--- config.mk ---
export PLATFORM = sky130hd
export DESIGN_NAME = uart_num_formatter
export DESIGN_NICKNAME = d
export VERILOG_FILES = /design/src/rtl/uart_fmt_pkg.sv /design/src/rtl/uart_num_formatter_bin2bcd_seq.sv /design/src/rtl/uart_num_formatter.sv
export SDC_FILE = /design/constraint.sdc
export NUM_CORES = 1
export LEC_CHECK = 0
export CAP_MARGIN = 5
export CORE_MARGIN = 1
export CORE_UTILIZATION = 55
export DETAILED_ROUTE_END_ITERATION = 6
export DONT_BUFFER_PORTS = 1
export GPL_TIMING_DRIVEN = 0
export PLACE_DENSITY_LB_ADDON = 0.12
export SYNTH_ARGS = -nofsm -noshare
export SYNTH_HDL_FRONTEND = slang
export SYNTH_HIERARCHICAL = 1
export SYNTH_SLANG_ARGS = --single-unit
--- constraint.sdc ---
create_clock -name clk -period 3.7 [get_ports clk]
set_clock_uncertainty 0.05 [all_clocks]
set_input_delay 0.74 -clock clk [delete_from_list [all_inputs] [get_ports clk]]
set_output_delay 0.74 -clock clk [all_outputs]
set_load 0.005 [all_outputs]
--- src/rtl/uart_fmt_pkg.sv ---
// Shared types and helpers for the UART number formatter.
// Holds the FSM state enum, ASCII constants and digit encoders.
package uart_fmt_pkg;

    typedef enum logic [1:0] {
        IDLE,
        CONV,
        SEND,
        SEP
    } state_t;

    localparam logic [7:0] ASCII_ZERO = 8'h30;
    localparam logic [7:0] ASCII_A    = 8'h41;

    // 0-9 map to '0'..'9', 10-15 map to 'A'..'F'
    function automatic logic [7:0] nib2ascii(input logic [3:0] d);
        if (d < 4'd10)
            return ASCII_ZERO + {4'd0, d};
        else
            return ASCII_A + {4'd0, d - 4'd10};
    endfunction

    // Decimal digits needed for the largest w-bit value
    function automatic int dec_digits(input int w);
        longint m;
        int     n;
        m = (longint'(1) << w) - 1;
        n = 0;
        for (int i = 0; i < 8; i++) begin
            if (m > 0) begin
                n++;
                m = m / 10;
            end
        end
        return n;
    endfunction

endpackage

--- src/rtl/uart_num_formatter_bin2bcd_seq.sv ---
// Sequential double-dabble binary to BCD converter.
// Ports: clk, rst_n, start (load bin), bin, done (1-cycle pulse), bcd.
module bin2bcd_seq
    import uart_fmt_pkg::*;
#(
    parameter int DATA_W     = 8,
    parameter int DEC_DIGITS = dec_digits(DATA_W)
) (
    input  logic                    clk,
    input  logic                    rst_n,
    input  logic                    start,
    input  logic [DATA_W-1:0]       bin,
    output logic                    done,
    output logic [4*DEC_DIGITS-1:0] bcd
);

    localparam int BW = 4 * DEC_DIGITS;
    localparam int CW = $clog2(DATA_W);

    logic [DATA_W-1:0] sh;
    logic [CW-1:0]     cnt;
    logic [BW-1:0]     adj;

    always_comb begin
        adj = bcd;
        for (int i = 0; i < DEC_DIGITS; i++) begin
            if (bcd[4*i +: 4] >= 4'd5)
                adj[4*i +: 4] = bcd[4*i +: 4] + 4'd3;
        end
    end

    // The load cycle already performs the first shift (no digit can
    // need correction yet), so DATA_W shifts finish DATA_W-1 cycles
    // after start and done lines up with the last cycle of CONV.
    always_ff @(posedge clk or negedge rst_n) begin
        if (!rst_n) begin
            sh   <= '0;
            bcd  <= '0;
            cnt  <= '0;
            done <= 1'b0;
        end else begin
            done <= 1'b0;
            if (start) begin
                bcd <= BW'(bin[DATA_W-1]);
                sh  <= {bin[DATA_W-2:0], 1'b0};
                cnt <= CW'(DATA_W - 1);
            end else if (cnt != '0) begin
                {bcd, sh} <= {adj[BW-2:0], sh, 1'b0};
                cnt       <= cnt - 1'b1;
                done      <= (cnt == CW'(1));
            end
        end
    end

endmodule

--- src/rtl/uart_num_formatter.sv ---
// Formats received values as ASCII decimal/hex and streams them to uart_tx.
// Ports: clk, rst_n, in_valid/in_data (FIFO push), radix_hex, zero_sup,
// sep_en (latched at pop), tx_done in; tx_start, tx_char, busy,
// fifo_level, drop_cnt out.
module uart_num_formatter
    import uart_fmt_pkg::*;
#(
    parameter int         DATA_W     = 8,
    parameter int         FIFO_DEPTH = 4,
    parameter logic [7:0] SEP_CHAR   = 8'h20
) (
    input  logic                        clk,
    input  logic                        rst_n,
    input  logic                        in_valid,
    input  logic [DATA_W-1:0]           in_data,
    input  logic                        radix_hex,
    input  logic                        zero_sup,
    input  logic                        sep_en,
    input  logic                        tx_done,
    output logic                        tx_start,
    output logic [7:0]                  tx_char,
    output logic                        busy,
    output logic [$clog2(FIFO_DEPTH):0] fifo_level,
    output logic [7:0]                  drop_cnt
);

    localparam int DEC_DIGITS = dec_digits(DATA_W);
    localparam int HEX_DIGITS = (DATA_W + 3) / 4;
    localparam int DW         = 4 * DEC_DIGITS;
    localparam int IW         = $clog2(DEC_DIGITS);
    localparam int AW         = $clog2(FIFO_DEPTH);
    localparam int LW         = AW + 1;

    state_t            state;
    logic [DATA_W-1:0] mem [FIFO_DEPTH];
    logic [AW-1:0]     wr_ptr;
    logic [AW-1:0]     rd_ptr;
    logic              push;
    logic              pop;
    logic [DATA_W-1:0] head;

    logic [DATA_W-1:0] val;
    logic              hex_q;
    logic              zs_q;
    logic              sep_q;
    logic [IW-1:0]     idx;
    logic [IW-1:0]     nxt_idx;
    logic [IW-1:0]     top_idx;
    logic [IW-1:0]     first;
    logic              conv_done;
    logic [DW-1:0]     bcd;
    logic [DW-1:0]     digs;

    assign push    = in_valid && (fifo_level != LW'(FIFO_DEPTH));
    assign pop     = (state == IDLE) && (fifo_level != '0);
    assign head    = mem[rd_ptr];
    assign busy    = (state != IDLE);
    assign digs    = hex_q ? DW'(val) : bcd;
    assign nxt_idx = idx - 1'b1;

    always_ff @(posedge clk) begin
        if (push)
            mem[wr_ptr] <= in_data;
    end

    always_ff @(posedge clk or negedge rst_n) begin
        if (!rst_n) begin
            wr_ptr     <= '0;
            rd_ptr     <= '0;
            fifo_level <= '0;
            drop_cnt   <= '0;
        end else begin
            if (push)
                wr_ptr <= wr_ptr + 1'b1;
            if (pop)
                rd_ptr <= rd_ptr + 1'b1;
            if (push && !pop)
                fifo_level <= fifo_level + 1'b1;
            else if (pop && !push)
                fifo_level <= fifo_level - 1'b1;
            if (in_valid && !push && drop_cnt != 8'hFF)
                drop_cnt <= drop_cnt + 1'b1;
        end
    end

    bin2bcd_seq #(
        .DATA_W    (DATA_W),
        .DEC_DIGITS(DEC_DIGITS)
    ) u_bcd (
        .clk  (clk),
        .rst_n(rst_n),
        .start(pop),
        .bin  (head),
        .done (conv_done),
        .bcd  (bcd)
    );

    // Most significant digit to send; with suppression this is the
    // highest non-zero digit, falling back to digit 0 for a zero value.
    always_comb begin
        top_idx = hex_q ? IW'(HEX_DIGITS - 1) : IW'(DEC_DIGITS - 1);
        first   = top_idx;
        if (zs_q) begin
            first = '0;
            for (int i = 1; i < DEC_DIGITS; i++) begin
                if (IW'(i) <= top_idx && digs[4*i +: 4] != 4'd0)
                    first = IW'(i);
            end
        end
    end

    // A tx_done coinciding with tx_start belongs to no launched frame.
    always_ff @(posedge clk or negedge rst_n) begin
        if (!rst_n) begin
            state    <= IDLE;
            val      <= '0;
            hex_q    <= 1'b0;
            zs_q     <= 1'b0;
            sep_q    <= 1'b0;
            idx      <= '0;
            tx_start <= 1'b0;
            tx_char  <= '0;
        end else begin
            tx_start <= 1'b0;
            unique case (state)
                IDLE: begin
                    if (pop) begin
                        val   <= head;
                        hex_q <= radix_hex;
                        zs_q  <= zero_sup;
                        sep_q <= sep_en;
                        state <= CONV;
                    end
                end
                CONV: begin
                    if (conv_done) begin
                        idx      <= first;
                        tx_start <= 1'b1;
                        tx_char  <= nib2ascii(digs[4*first +: 4]);
                        state    <= SEND;
                    end
                end
                SEND: begin
                    if (tx_done && !tx_start) begin
                        if (idx == '0) begin
                            if (sep_q) begin
                                tx_start <= 1'b1;
                                tx_char  <= SEP_CHAR;
                                state    <= SEP;
                            end else begin
                                state <= IDLE;
                            end
                        end else begin
                            idx      <= nxt_idx;
                            tx_start <= 1'b1;
                            tx_char  <= nib2ascii(digs[4*nxt_idx +: 4]);
                        end
                    end
                end
                SEP: begin
                    if (tx_done && !tx_start)
                        state <= IDLE;
                end
                default: state <= IDLE;
            endcase
        end
    end

endmodule

==> key figures <==
Worst hold path
  • Worst hold path type: primary input to asynchronous set/reset pin

Logic synthesis
  • Yosys reg bits: 93
  • Yosys warning count: 6
  • Top FF cell, synth: dfrtp_1
  • Async S/R FF share, synth: 65.6%
  • Unique masters post-synth: 75
  • Most common cell in the synthesized netlist: dfrtp_1
  • Avg Inst Size Synth: 11.2 um^2
  • Post-Syn Area: 5060 um^2
  • List of most frequent post-synthesis cells: dfrtp_1, nand2_1, edfxtp_1, inv_1, ha_1
  • Synth Net Count: 493
  • Post-synth EDFFs: 32
  • Top cells by area, synth: dfrtp_1, edfxtp_1, ha_1
  • Yosys top cell area share: 30.2%
  • Sequential area share after synthesis: 49.2%
  • Synth Instances: 451
  • Yosys top cell by area: dfrtp_1

Place
  • Place WS: 0.658 ns
  • Post-detail-place hpwl: 6980 um
  • # port buffers: 0
  • Placed cell areas: 5190 um^2
  • Placer Congestion: 0.889

Timing
  • Final setup margin: 0.606 ns
  • Setup TNS: 0 ns
  • Fmax: 323 MHz
  • RSZ-0062 raised after global routing: false
  • Pins Over Slew Limit: 0
  • Hold Fails Final Rpt: 0
  • Slew @ Worst Pin: 0.977 ns
  • # setup viols final: 0
  • Max transition margin: 34.6%
  • Final period utilization: 83.6%
  • Min cycle time layout: 3.09 ns

CTS
  • Total CTS buffers: 9
  • Setup bufs post-CTS: 0
  • PostCTS Resize Cnt: 0
  • H-Tree Depth: 3
  • Worst-Skew Late Latency: 0.36 ns
  • Clk pin slew, worst setup/hold paths: 0.10 ns
  • CTS root buffer: clkbuf_8
  • CTS tree: built
  • Clock tree buffer depth: 2
  • Clock sinks: 93

Critical path
  • Worst R2R Path Depth: 10
  • Type of element capturing the critical path: register
  • CP max FO: 7
  • Required time worst endpoint: 3.96 ns
  • Slowest-stage cell, CP: dfrtp_1
  • Worst path cell trace: inv_1 -> ha_1 -> clkbuf_1 -> or3b_1 -> o211a_1 -> or2_1 -> ha_1 -> or3_1 -> a311oi_1 -> a221o_1
  • RR Endpoint: tx_char[3]
  • Most common cell on crit path: ha_1
  • Setup CP Type: register to register
  • Arr. time, crit path: 3.35 ns
  • Reg2reg start: idx[0]
  • Max incr delay on CP: 0.45 ns
  • Worst R2R Setup Slack: 0.61 ns
  • Crit path launch type: register

Final layout
  • Nets: 507
  • ANT cells: 0
  • Fin area: 5440 um^2
  • Layout cells sized above 1: 11.9%
  • Fill cells: 716
  • Area of the multi-input gates: 2330 um^2
  • Fin util: 61.8%
  • P&R area growth vs syn: 7.49%
  • Sequential Area: 2490 um^2

Floorplanning
  • Die ar.: 9590 um^2
  • # IOs: 36
  • Starting Density: 57.4%
  • Row count: 34
  • Core area: 8810 um^2
  • Chip height: 97.9 um
  • Chip Width: 97.9 um

Detailed routing
  • Detailed Route Iter0 Violations: 122
  • Drt wl/cell: 17.3 um
  • DRT Pass-1 Iters: 7
  • Antenna viol nets, final: 0
  • Via density: 5.86
  • Routed wire length: 9970 um
  • Vias: 3386
  • DRC: 2

GRT
  • Initial antenna violation count: 0
  • First-pass GRT wire length: 17000 um
  • Largest net degree at the start of global routing: 28
  • Vias in the first global route: 3502
  • Grt ovf: 0
  • Overall Global Routing Usage: 22.5%

Pwr
  • Pwr Density: 411 nW/um^2
  • Worst VDD drop: 0.397 mV
  • Leak pwr: 2.28 nW
  • Total power: 2.23 mW

Outcome
  • Failing checks: DRC
  • Status: finished with violations

Job
  • Max cap viols: 0
==> timing repair <==
item / 4_1_cts / 5_1_grt
endpoints found under the setup margin: 0 / 0
endpoints found under the hold margin: 27 / 15
hold buffers: 2 / 1
==> critical path: cells and delay by family, from the launching register on <==
| kind | cells | cell delay (ns) |
|---|---|---|
| simple gates | 3 | 1.04 |
| compound gates | 3 | 0.61 |
| fa+ha+maj | 2 | 0.54 |
| flops | 1 | 0.45 |
| buf+inv | 2 | 0.34 |
==> layout by cell type (no fill, tap or decap), types with 3 or more instances in the layout <==
cell type,instances
buf_6,5
buf_2,4
edfxtp_1,32
o21bai_1,3
clkbuf_8,9
a31oi_1,4
inv_1,32
o221ai_1,5
nor3_1,4
inv_6,3
nand3_1,8
nand2b_1,18
a21oi_1,13
a221o_1,4
xnor2_1,12
a2111oi_0,3
nor2b_1,9
a311oi_1,3
clkbuf_1,5
o21ai_1,11
mux2_2,6
xor2_1,6
dfrtp_1,61
ha_1,26
mux4_2,8
or3_1,7
and2_1,4
mux2i_1,14
nand2_1,55
o211ai_1,3
nor2_1,15
o21ai_0,13
==> how the worst max path moves through the flow <==
stage | from | to | slack (ns)
floorplan | idx[0] | tx_char[3] | 0.92
global placement | idx[0] | tx_char[3] | 0.67
detailed placement | idx[0] | tx_char[3] | 0.66
CTS | idx[0] | tx_char[3] | 0.64
global route | idx[0] | tx_char[3] | 0.45
finish | idx[0] | tx_char[3] | 0.61
==> logic make-up after synthesis <==
group / Yosys count / share of synthesized area (%)
flops: 93 / 49.2
simple gates: 137 / 13.9
compound gates: 95 / 14.0
buf+inv: 50 / 4.70
other cells: 1 / 0.0741
fa+ha+maj: 27 / 6.83
mux: 30 / 8.16
xor+xnor: 18 / 3.12
==> flip-flops by register name, summed over array words and instances (netlist names) <==
name,count
drop_cnt,8
fifo_level,3
hex_q,1
idx,2
mem,32
rd_ptr,2
sep_q,1
state,2
tx_char,7
tx_start,1
u_bcd/bcd,12
u_bcd/cnt,3
u_bcd/done,1
u_bcd/sh,7
val,8
wr_ptr,2
zs_q,1
==> where the power goes <==
group          switching, mW  internal (mW)  total (mW)
sequential            0.0902           1.19        1.28
combinational          0.136          0.104       0.240
clock                  0.387          0.324       0.711
total                  0.613           1.62        2.23
==> stage by stage <==
step                      hold slack, ns  cells
final                              0.134    578
after global routing               0.124    578
after CTS                        0.00275    577
after detailed placement           0.397    559
after global placement             0.397    559
after floorplan                    0.392    451
==> metal layers <==
| metal | share of wire [%] | up-vias | global-route usage, % | wire, um |
|---|---|---|---|---|
| li1 | - | 1653 | - | - |
| met1 | 47 | 1674 | 29.9 | 4670 |
| met2 | 49 | 48 | 37.3 | 4840 |
| met3 | 3.3 | 11 | 3.87 | 334 |
| met4 | 1.3 | 0 | 8.28 | 126 |
| met5 | 0 | - | 0 | 0 |
==> area by class of cell <==
type                            count  area share (%)
Inverter                           32            2.21
Tap cell                          108            2.49
Buffer                             18            2.16
Sequential cell                    93            45.7
Clock buffer                        9            2.28
Clock inverter                      7            1.47
Timing Repair Buffer                3           0.736
Multi-Input combinational cell    308            42.9
Power figures use the tool's default switching activity.
